`config.mk`:
```
export PLATFORM = sky130hd
export DESIGN_NAME = b16_debug_ctrl_flat
export DESIGN_NICKNAME = d
export VERILOG_FILES = /design/src/rtl/b16_debug_ctrl_if.sv /design/src/rtl/b16_debug_ctrl.sv /design/src/flat_wrapper.sv
export SDC_FILE = /design/constraint.sdc
export NUM_CORES = 1
export LEC_CHECK = 0
export CAP_MARGIN = 30
export CORE_ASPECT_RATIO = 0.9
export CORE_MARGIN = 2
export CORE_UTILIZATION = 55
export DETAILED_ROUTE_END_ITERATION = 16
export DONT_BUFFER_PORTS = 1
export PLACE_DENSITY = 0.73
export SETUP_SLACK_MARGIN = 0.2
export SYNTH_ARGS = -nofsm -noshare
export SYNTH_HDL_FRONTEND = slang
export SYNTH_SLANG_ARGS = --single-unit
```
`constraint.sdc`:
```
create_clock -name clk -period 4.8 [get_ports clk]
set_clock_uncertainty 0.15 [all_clocks]
set_input_delay 1.2 -clock clk [delete_from_list [all_inputs] [get_ports clk]]
set_output_delay 1.2 -clock clk [all_outputs]
set_load 0.01 [all_outputs]
```
`src/rtl/b16_debug_ctrl_if.sv`:
```
// Host link for the b16 debug controller: command byte stream in, response byte stream out.
interface b16_debug_ctrl_if;
    logic [7:0] cmd_data;
    logic       cmd_valid;
    logic       cmd_ready;
    logic [7:0] rsp_data;
    logic       rsp_valid;
    logic       rsp_ready;

    modport master (
        output cmd_data, cmd_valid, rsp_ready,
        input  cmd_ready, rsp_data, rsp_valid
    );

    modport slave (
        input  cmd_data, cmd_valid, rsp_ready,
        output cmd_ready, rsp_data, rsp_valid
    );
endinterface

```
`src/rtl/b16_debug_ctrl.sv`:
```
// Byte-serial debug controller for the b16 core: halt/go/step, register access, one fetch breakpoint.
//
// state  | meaning
// IDLE   | waiting for a command byte
// ARG_HI | waiting for high argument byte (WRREG data / SETBP address)
// ARG_LO | waiting for low argument byte
// EXEC   | one cycle: side effect applied, dr/dw pulse, response byte latched
// TX_HI  | presenting high byte of a register read
// TX_LO  | presenting the final (or only) response byte
module b16_debug_ctrl #(
    parameter logic        RUN_AT_RESET = 1'b1,
    parameter logic [15:0] BP_RESET     = 16'hFFFF
) (
    input  logic                    clk,
    input  logic                    nreset,
    b16_debug_ctrl_if.slave         link,
    input  logic [15:0]             cpu_addr,
    input  logic                    cpu_rd,
    output logic                    run,
    output logic                    dr,
    output logic                    dw,
    output logic [2:0]              daddr,
    output logic [15:0]             din,
    input  logic [15:0]             dout,
    output logic [15:0]             bp
);

    typedef enum logic [2:0] {IDLE, ARG_HI, ARG_LO, EXEC, TX_HI, TX_LO} state_t;

    state_t      state, state_nxt;
    logic [7:0]  cmd_q, rsp_q, rsp_nxt;
    logic [15:0] sh;
    logic        bp_en, hit, mask, step_pend;
    logic        run_nxt, hit_nxt;
    logic        cmd_rdy, rsp_vld;
    logic        ex, is_rd, is_wr, do_rd, do_wr, do_halt, do_go, do_step, do_setbp, do_clrbp;
    logic        hit_now, new_has_args;

    assign ex       = (state == EXEC);
    assign is_rd    = (cmd_q[7:3] == 5'b00000);
    assign is_wr    = (cmd_q[7:3] == 5'b01000);
    assign do_rd    = ex && is_rd && !run;
    assign do_wr    = ex && is_wr && !run;
    assign do_halt  = ex && (cmd_q == 8'h80);
    assign do_go    = ex && (cmd_q == 8'h81);
    assign do_step  = ex && (cmd_q == 8'h82) && !run;
    assign do_setbp = ex && (cmd_q == 8'h83);
    assign do_clrbp = ex && (cmd_q == 8'h84);

    // mask lets the core refetch the breakpoint address right after resuming
    assign hit_now  = run && bp_en && cpu_rd && (cpu_addr == bp) && !mask;

    assign new_has_args = (link.cmd_data[7:3] == 5'b01000) || (link.cmd_data == 8'h83);

    assign link.cmd_ready = cmd_rdy;
    assign link.rsp_valid = rsp_vld;
    assign link.rsp_data  = rsp_q;

    always_ff @(posedge clk or negedge nreset) begin
        if (!nreset) state <= IDLE;
        else         state <= state_nxt;
    end

    always_comb begin
        state_nxt = state;
        cmd_rdy   = 1'b0;
        rsp_vld   = 1'b0;
        dr        = 1'b0;
        dw        = 1'b0;
        case (state)
            IDLE: begin
                cmd_rdy = 1'b1;
                if (link.cmd_valid) state_nxt = new_has_args ? ARG_HI : EXEC;
            end
            ARG_HI: begin
                cmd_rdy = 1'b1;
                if (link.cmd_valid) state_nxt = ARG_LO;
            end
            ARG_LO: begin
                cmd_rdy = 1'b1;
                if (link.cmd_valid) state_nxt = EXEC;
            end
            EXEC: begin
                dr        = do_rd;
                dw        = do_wr;
                state_nxt = do_rd ? TX_HI : TX_LO;
            end
            TX_HI: begin
                rsp_vld = 1'b1;
                if (link.rsp_ready) state_nxt = TX_LO;
            end
            TX_LO: begin
                rsp_vld = 1'b1;
                if (link.rsp_ready) state_nxt = IDLE;
            end
            default: state_nxt = IDLE;
        endcase
    end

    always_comb begin
        rsp_nxt = 8'hFF;
        if (is_rd && !run)      rsp_nxt = dout[15:8];
        else if (is_wr && !run) rsp_nxt = cmd_q;
        else begin
            case (cmd_q)
                8'h80, 8'h81, 8'h83, 8'h84: rsp_nxt = cmd_q;
                8'h82:                      rsp_nxt = run ? 8'hFF : cmd_q;
                8'h85:                      rsp_nxt = {run, bp_en, hit, 5'b0};
                default:                    rsp_nxt = 8'hFF;
            endcase
        end
    end

    // later assignments win: a GO overrides a coincident breakpoint hit
    always_comb begin
        run_nxt = run;
        hit_nxt = hit;
        if (step_pend) run_nxt = 1'b0;
        if (hit_now) begin
            run_nxt = 1'b0;
            hit_nxt = 1'b1;
        end
        if (do_halt) run_nxt = 1'b0;
        if (do_go || do_step) begin
            run_nxt = 1'b1;
            hit_nxt = 1'b0;
        end
    end

    always_ff @(posedge clk or negedge nreset) begin
        if (!nreset) begin
            run       <= RUN_AT_RESET;
            hit       <= 1'b0;
            mask      <= 1'b0;
            step_pend <= 1'b0;
            bp        <= BP_RESET;
            bp_en     <= 1'b0;
            cmd_q     <= 8'h00;
            rsp_q     <= 8'h00;
            sh        <= 16'h0000;
            daddr     <= 3'd0;
            din       <= 16'h0000;
        end else begin
            run       <= run_nxt;
            hit       <= hit_nxt;
            mask      <= do_go || do_step;
            step_pend <= do_step;
            case (state)
                IDLE: if (link.cmd_valid) begin
                    cmd_q <= link.cmd_data;
                    if (link.cmd_data[7:3] == 5'b00000 || link.cmd_data[7:3] == 5'b01000)
                        daddr <= link.cmd_data[2:0];
                end
                ARG_HI: if (link.cmd_valid) begin
                    sh[15:8] <= link.cmd_data;
                    if (is_wr) din[15:8] <= link.cmd_data;
                end
                ARG_LO: if (link.cmd_valid) begin
                    sh[7:0] <= link.cmd_data;
                    if (is_wr) din[7:0] <= link.cmd_data;
                end
                EXEC: begin
                    rsp_q <= rsp_nxt;
                    if (do_rd)    sh    <= dout;
                    if (do_setbp) begin
                        bp    <= sh;
                        bp_en <= 1'b1;
                    end
                    if (do_clrbp) bp_en <= 1'b0;
                end
                TX_HI: if (link.rsp_ready) rsp_q <= sh[7:0];
                default: ;
            endcase
        end
    end

endmodule

```
`src/flat_wrapper.sv`:
```
// flat-port wrapper written by rule: the top's interface ports become plain ports
module b16_debug_ctrl_flat 
#(
    parameter logic        RUN_AT_RESET = 1'b1,
    parameter logic [15:0] BP_RESET     = 16'hFFFF
)
  (clk, nreset, cpu_addr, cpu_rd, run, dr, dw, daddr, din, dout, bp, link_cmd_data, link_cmd_valid, link_rsp_ready, link_cmd_ready, link_rsp_data, link_rsp_valid);
  b16_debug_ctrl_if link_i ();
  input  logic clk;
  input  logic nreset;
  input  logic [15:0] cpu_addr;
  input  logic cpu_rd;
  output logic run;
  output logic dr;
  output logic dw;
  output logic [2:0] daddr;
  output logic [15:0] din;
  input  logic [15:0] dout;
  output logic [15:0] bp;
  input wire logic [$bits(link_i.cmd_data)-1:0] link_cmd_data;
  input wire logic [$bits(link_i.cmd_valid)-1:0] link_cmd_valid;
  input wire logic [$bits(link_i.rsp_ready)-1:0] link_rsp_ready;
  output wire logic [$bits(link_i.cmd_ready)-1:0] link_cmd_ready;
  output wire logic [$bits(link_i.rsp_data)-1:0] link_rsp_data;
  output wire logic [$bits(link_i.rsp_valid)-1:0] link_rsp_valid;
  assign link_i.cmd_data = link_cmd_data;
  assign link_i.cmd_valid = link_cmd_valid;
  assign link_i.rsp_ready = link_rsp_ready;
  assign link_cmd_ready = link_i.cmd_ready;
  assign link_rsp_data = link_i.rsp_data;
  assign link_rsp_valid = link_i.rsp_valid;
  b16_debug_ctrl #(.RUN_AT_RESET(RUN_AT_RESET), .BP_RESET(BP_RESET)) u_core (.clk(clk), .nreset(nreset), .link(link_i), .cpu_addr(cpu_addr), .cpu_rd(cpu_rd), .run(run), .dr(dr), .dw(dw), .daddr(daddr), .din(din), .dout(dout), .bp(bp));
endmodule
```
Word-level counts from Yosys, hierarchy flattened
Cells that the tools add are included.
- output and inout port bits: 48
- register bits after elaboration: 75
- input port bits: 45
- logic and storage cells: 108
- equality and inequality tests: 21
- multiplexer cells: 30
- reductions and logical operators: 43
- operators with widths (cell ; count):
    8-bit == test (second input constant) ; 7
    8-bit case mux with 2 select lines ; 3
    8-bit 2-to-1 mux ; 5
    8-bit case mux with 3 select lines ; 1
    3-bit case mux with 6 select lines ; 1
    16-bit == test ; 1
    1-bit logical AND ; 16
    16-bit 2-to-1 mux ; 1
    3-bit 2-to-1 mux ; 5
    3-bit AND reduction ; 5
    1-bit 2-to-1 mux ; 13
    2-bit inequality test (second input constant) ; 6
    5-bit by 4-bit == test with 1-bit output (second input constant) ; 2
    5-bit zero test ; 2
    2-bit nonzero test ; 5
    2-bit AND reduction ; 4
    3-bit by 2-bit == test with 1-bit output (second input constant) ; 2
    3-bit == test (second input constant) ; 2
    5-bit AND reduction ; 1
    4-bit nonzero test ; 1
    4-bit OR reduction ; 1
    3-bit by 1-bit == test with 1-bit output (second input constant) ; 1
    3-bit zero test ; 1
    1-bit logical OR ; 3
    4 further kinds ; 5

Logic depth before layout (Yosys ltp)
Gate-level depths: netlist of run 1.
- depth after elaboration: 7
- gate-level depth with buffers: 7
- mapped depth without buffers: 5

Least setup slack after synthesis of run 1
Ideal clock, no wire load.
- path type: register to output
- from: register u_core.state[2]
- to: output port dw
- buffers on the path: 3
- data required time: 3450 ps
- slack: 1981 ps
- cell stages (with the launch flop): 7
- arrival time: 1469 ps
- path through: dfrtp_1 -> clkbuf_1 -> and3b_1 -> clkbuf_1 -> clkbuf_1 -> nand2_1 -> nor2_1
- word-level cells in the longest chain between the ends: 4
- ends and longest elaborated chain (item ; RTL line ; text):
    from (decl) ; b16_debug_ctrl.sv:30 ; state_t state, state_nxt;
    from (signal assigned) ; b16_debug_ctrl.sv:61 ; else state <= state_nxt;
    3-bit by 2-bit == test with 1-bit output * ; b16_debug_ctrl.sv:39, b16_debug_ctrl.sv:70 ;
    1-bit logical AND (2 in series) ; b16_debug_ctrl.sv:43 ; assign do_wr = ex && is_wr && !run;
    1-bit 2-to-1 mux * ; b16_debug_ctrl.sv:70 ; case (state)
    to (decl) ; flat_wrapper.sv:15 ; output logic dw;
Mark *: on every way between the ends. The rest lies on a longest branch, timed or not.

Final worst setup path of run 1
- from: register u_core.state[0]
- to: output port dw
Same word-level chain as after synthesis.

==> summary.txt, run 1 <==
Number of global-route vias before repair - 2372
Fmax - 288.1 MHz
Cts-stage hold buffer count - 0
Period minus WS final - 3471 ps
Routability cong. - 0.9482
WP data arrival - 2120 ps
Endpoint class of the critical path - primary output
Worst VDD drop - 0.0002584 V
LEAKAGE - 1.637 nW
WP data required - 3450 ps
Initial antenna violation count - 0
Post-synth cell types - 44
Dpl hpwl - 5908 µm
Die width - 89.47 µm
Setup violators final - 0
First-pass GRT wire length - 12680 µm
Setup crit start kind - flip-flop
Syn Inst Count - 328
Post-synth EDFFs - 0
Worst skew pair latency - 360 ps
CTS Buffer Depth - 2
Setup TNS - 0 ps
WS Path Type - flip-flop to primary output
Num CTS Buffers - 9
Routed len/inst - 19.38 µm
Most frequent cells in the layout - dfrtp_1 (58), nand2_1 (45), mux2_2 (44)
Yosys Warn Count - 0
Syn_nets - 373
H-Tree Depth - 3
Resized cells post-CTS - 0
Commonest non-fill, non-tap cell in the layout - dfrtp_1
# rows - 28
Primary FF master, synth - dfrtp_1
Status - completed
I/O Buffers - 0
Total GRT Usage - 0.2383
Via Count - 2577
Root Buffer - clkbuf_8
P per Cell Area - 614.5 nW/µm²
Post-synth top area share - 0.4014
Placed Area - 3665 µm²
Worst-Margin Slew - 945.9 ps
Io pins - 93
Max-slew violations - 0
Post-synth top area cell - dfrtp_1
Nets - 371
Chip height - 80.92 µm
Number of diodes - 0
Drt initial violations - 244
Worst hold path type - flip-flop to flip-flop
Syn-to-layout area delta - 7.301%
Antenna-violating nets left - 0
Register area share after synthesis - 0.5249
Initial Utilization - 0.5579
Clock-pin slew on the worst setup and hold paths - 70 ps
Post-CTS Setup Inserts - 0
Gr ovfl total - 0
Fraction of layout cells with a size suffix above 1 - 0.2628
Pin count of the biggest net entering global routing - 76
Crit-path max FO - 25
Top cells by area, synth - dfrtp_1 (40%), mux2_2 (14%), dfstp_2 (12%), nand2_1 (4.7%), a31oi_1 (3.6%)
#FFs+latches synth - 75
Tcrit/Tclk final - 0.7232
Syn Area/Cell - 11.02 µm²
WL final - 8159 µm
Num Clock Sinks - 75
TritonCTS clock tree - done
# DRC - 0
Core area - 6481 µm²
Syn Std Cell Area - 3616 µm²
Fin area - 3880 µm²
Asr flop ratio synth - 1.000
RSZ-0062 raised after global routing - no
TritonRoute pass-1 iters - 4
Maxcap violations - 0
Die ar. - 7240 µm²
Rel. slew slack - 0.3667
Via-to-Cell Ratio - 6.121
Final Hold Vio Count - 0
## cells by family (layout without fill, tap and decap cells)
logic type,count (synthesis),after routing,share of synthesized area
and+or+nand+nor,112,112,0.1630
DFF,75,75,0.5249
AOI/OAI and AO/OA,64,64,0.1138
muxes,45,45,0.1398
xor gates and xnor gates,16,16,0.03875
buffers and inverters,16,19,0.01972
## area by class of cell
cell class	count	area (µm²)
Multi-Input combinational cell	237	1647
Timing Repair Buffer	1	11.26
Clock buffer	12	155.1
Inverter	2	7.507
Sequential cell	75	1898
Clock inverter	4	48.80
Fill cell	544	2601
Tap cell	90	112.6
## stage by stage
stage / worst slack (ps) / hold WS, ps / util / total power, mW / cells
after floorplan: 1981 / 224.8 / - / 1.725 / 328
after global placement: 1725 / 233.6 / 0.5654 / 1.863 / 404
after detailed placement: 1725 / 243.5 / 0.5654 / 1.893 / 404
after CTS: 1339 / 254.7 / 0.5969 / 2.390 / 420
after global routing: 1100 / 261.8 / 0.5986 / 2.547 / 421
final: 1329 / 248.2 / 0.5986 / 2.384 / 421
## layer usage
layer  track usage  up-vias  wire length (µm)
met3       0.09248       16               628
met1        0.3371     1292              3554
met2        0.3378       97              3786
li1              -     1172                 -
met4       0.07612        0               189
met5             0        -                 0
## synthesized netlist by cell type (7+ instances only)
| master | number |
|---|---|
| a21oi_1 | 15 |
| a31oi_1 | 21 |
| clkbuf_1 | 10 |
| dfrtp_1 | 58 |
| dfstp_2 | 17 |
| mux2_2 | 44 |
| nand2_1 | 45 |
| nor2_1 | 27 |
| nor2b_1 | 7 |
| o21ai_0 | 7 |
| xor2_1 | 12 |
## power breakdown
group	internal [mW]	switching, mW	leakage (nW)	total, mW
registers	0.903	0.344	0.876	1.25
logic	0.308	0.333	0.655	0.640
clock network	0.268	0.229	0.106	0.496
total	1.48	0.905	1.64	2.38
## worst paths after layout
kind                                              from                   endpoint  slack (ps)  cells past startpoint
min in group asynchronous                       nreset  u_core.din[2]$_DFFE_PN0P_         380                      0
hold reg to reg             u_core.step_pend$_DFF_PN0_     u_core.run$_DFFE_PN1P_         250                      1
setup / recovery           u_core.state[0]$_DFFE_PN0P_                         dw        1330                      3
max in group asynchronous                       nreset   u_core.bp[1]$_DFFE_PN1P_        3920                      0
setup reg to reg           u_core.cmd_q[6]$_DFFE_PN0P_  u_core.sh[15]$_DFFE_PN0P_        2300                      5
hold / removal              u_core.step_pend$_DFF_PN0_     u_core.run$_DFFE_PN1P_         250                      1
## flip-flops by register name, summed over array words and instances, names as in the netlist, 3 cells and up
name	flops
u_core.state	3
u_core.daddr	3
u_core.sh	16
u_core.din	16
u_core.link.rsp_data	8
u_core.bp	16
u_core.cmd_q	8
## critical path, cell delays in order, from the launching register on
cell	delay, ps
dfrtp_1	610
and3b_1	800
nand2_1	110
nor2_1	260
(Power assumes the default switching activity.)
==> inputs of run 2 (changes only) <==
==> constraint.sdc (replaced) <==
create_clock -name clk -period 3.55 [get_ports clk]
set_clock_uncertainty 0.15 [all_clocks]
set_input_delay 0.8875 -clock clk [delete_from_list [all_inputs] [get_ports clk]]
set_output_delay 0.8875 -clock clk [all_outputs]
set_load 0.01 [all_outputs]
==> run 2 against run 1 <==
  * Utilization about the same
  * Cell count increased by 0.24%
  * Wire length decreased by 1.0%
  * Sequential power increased by 35%
  * Register-to-register slack got worse by 1200 ps
  * Global-route usage decreased by 0.64 points
  * Count of clock-buffer cells in the layout decreased by 2
  * Power increased by 35%
  * Non-clock buffer count increased by 1
  * Critical path type unchanged
  * Highest routed layer unchanged
==> summary.txt, run 2 (synthesis results as in run 1) <==
Status - completed
Critical path, cell by cell - nor4_4 > nand2_1 > nor2_1
Tcrit/Tclk final - 0.8018
Die width - 89.47 µm
Num Clock Sinks - 75
WS Path Type - flip-flop to primary output
Resized cells post-CTS - 0
Gr ovfl total - 0
WHS - 66.17 ps
Setup crit start kind - flip-flop
Most frequent cells in the layout - dfrtp_1 (58), nand2_1 (45), mux2_2 (44)
Placed Area - 3680 µm²
Commonest non-fill, non-tap cell in the layout - dfrtp_1
Chip height - 80.92 µm
Worst VDD drop - 0.0003510 V
Antenna-violating nets left - 0
TritonCTS clock tree - done
Via-to-Cell Ratio - 5.998
WP data required - 2510 ps
Setup WS pre-CTS - 920.0 ps
RSZ-0062 raised after global routing - no
Post-CTS Setup Inserts - 0
Io pins - 93
First-pass GRT wire length - 12230 µm
Maxcap violations - 0
Number of diodes - 0
Setup violators final - 0
Endpoint class of the critical path - primary output
Setup TNS - 0 ps
Flop-to-flop setup slack - 1120 ps
CTS Buffer Depth - 2
Fmax - 351.3 MHz
Worst hold path type - primary input to async pin
H-Tree Depth - 3
Number of global-route vias before repair - 2308
Root Buffer - clkbuf_8
LEAKAGE - 1.638 nW
Cts-stage hold buffer count - 0
Die ar. - 7240 µm²
P per Cell Area - 829.0 nW/µm²
Rel. slew slack - 0.3760
Via Count - 2531
Num CTS Buffers - 9
WL final - 8074 µm
Final Hold Vio Count - 0
Largest registers - u_core.bp: 16 flops, u_core.din: 16 flops, u_core.sh: 16 flops
Fraction of layout cells with a size suffix above 1 - 0.2681
Core area - 6481 µm²
Max-slew violations - 0
WP data arrival - 1810 ps
Crit-path max FO - 8
Clock-pin slew on the worst setup and hold paths - 80 ps
Critical Path Max Stage Delay - 500 ps
Pin count of the biggest net entering global routing - 76
Total GRT Usage - 0.2319
Initial Utilization - 0.5579
Worst skew pair latency - 360 ps
Routed len/inst - 19.13 µm
Period minus WS final - 2846 ps
Slack of the critical path - 703.6 ps
I/O Buffers - 0
Nets - 372
Initial antenna violation count - 0
Fin area - 3882 µm²
TritonRoute pass-1 iters - 4
Routability cong. - 0.9327
# DRC - 0
# rows - 28
Drt initial violations - 214
Syn-to-layout area delta - 7.370%
Total Power - 3.219 mW
Worst-Margin Slew - 932.0 ps
CP max stage cell - nor4_4
Dpl hpwl - 5963 µm
==> run 2: stage by stage <==
step                  util  instances
detailed placement  0.5678        406
finish              0.5990        422
global placement    0.5678        406
floorplan                -        328
CTS                 0.5990        422
global route        0.5990        422
==> run 2: worst max-delay path, delay by kind of cell (launching register included) <==
family,cells,cell delay [ps]
AND/OR/NAND/NOR,3,990
flip-flops,1,460
==> run 2: report_power, final <==
part           internal (mW)  leakage (nW)  switching (mW)
combinational          0.422         0.660           0.448
sequential              1.22         0.876           0.468
clock                  0.343         0.102           0.317
total                   1.99          1.64            1.23
==> run 2: final timing paths <==
path                                        startpoint                         to  cells after the start
max                        u_core.cmd_q[6]$_DFFE_PN0P_                         dr                      3
min                                             nreset  u_core.din[2]$_DFFE_PN0P_                      0
max reg2reg                u_core.cmd_q[6]$_DFFE_PN0P_   u_core.sh[6]$_DFFE_PN0P_                      4
min reg2reg                 u_core.step_pend$_DFF_PN0_     u_core.run$_DFFE_PN1P_                      1
max in group asynchronous                       nreset   u_core.bp[1]$_DFFE_PN1P_                      0
min in group clk            u_core.step_pend$_DFF_PN0_     u_core.run$_DFFE_PN1P_                      1
==> run 2: cell type report <==
class,instances,area (µm²)
Fill cell,564,2599
Tap cell,90,112.6
Sequential cell,75,1898
Timing Repair Buffer,2,15.01
Clock buffer,10,137.6
Inverter,2,7.507
Clock inverter,6,65.06
Multi-Input combinational cell,237,1647
==> run 2: layer usage <==
| layer | track usage | vias up | share of wire |
|---|---|---|---|
| met3 | 0.1037 | 9 | 0.085 |
| met4 | 0.05522 | 0 | 0.013 |
| met2 | 0.3407 | 95 | 0.48 |
| met1 | 0.3168 | 1245 | 0.43 |
| li1 | - | 1182 | - |
| met5 | 0 | - | 0 |
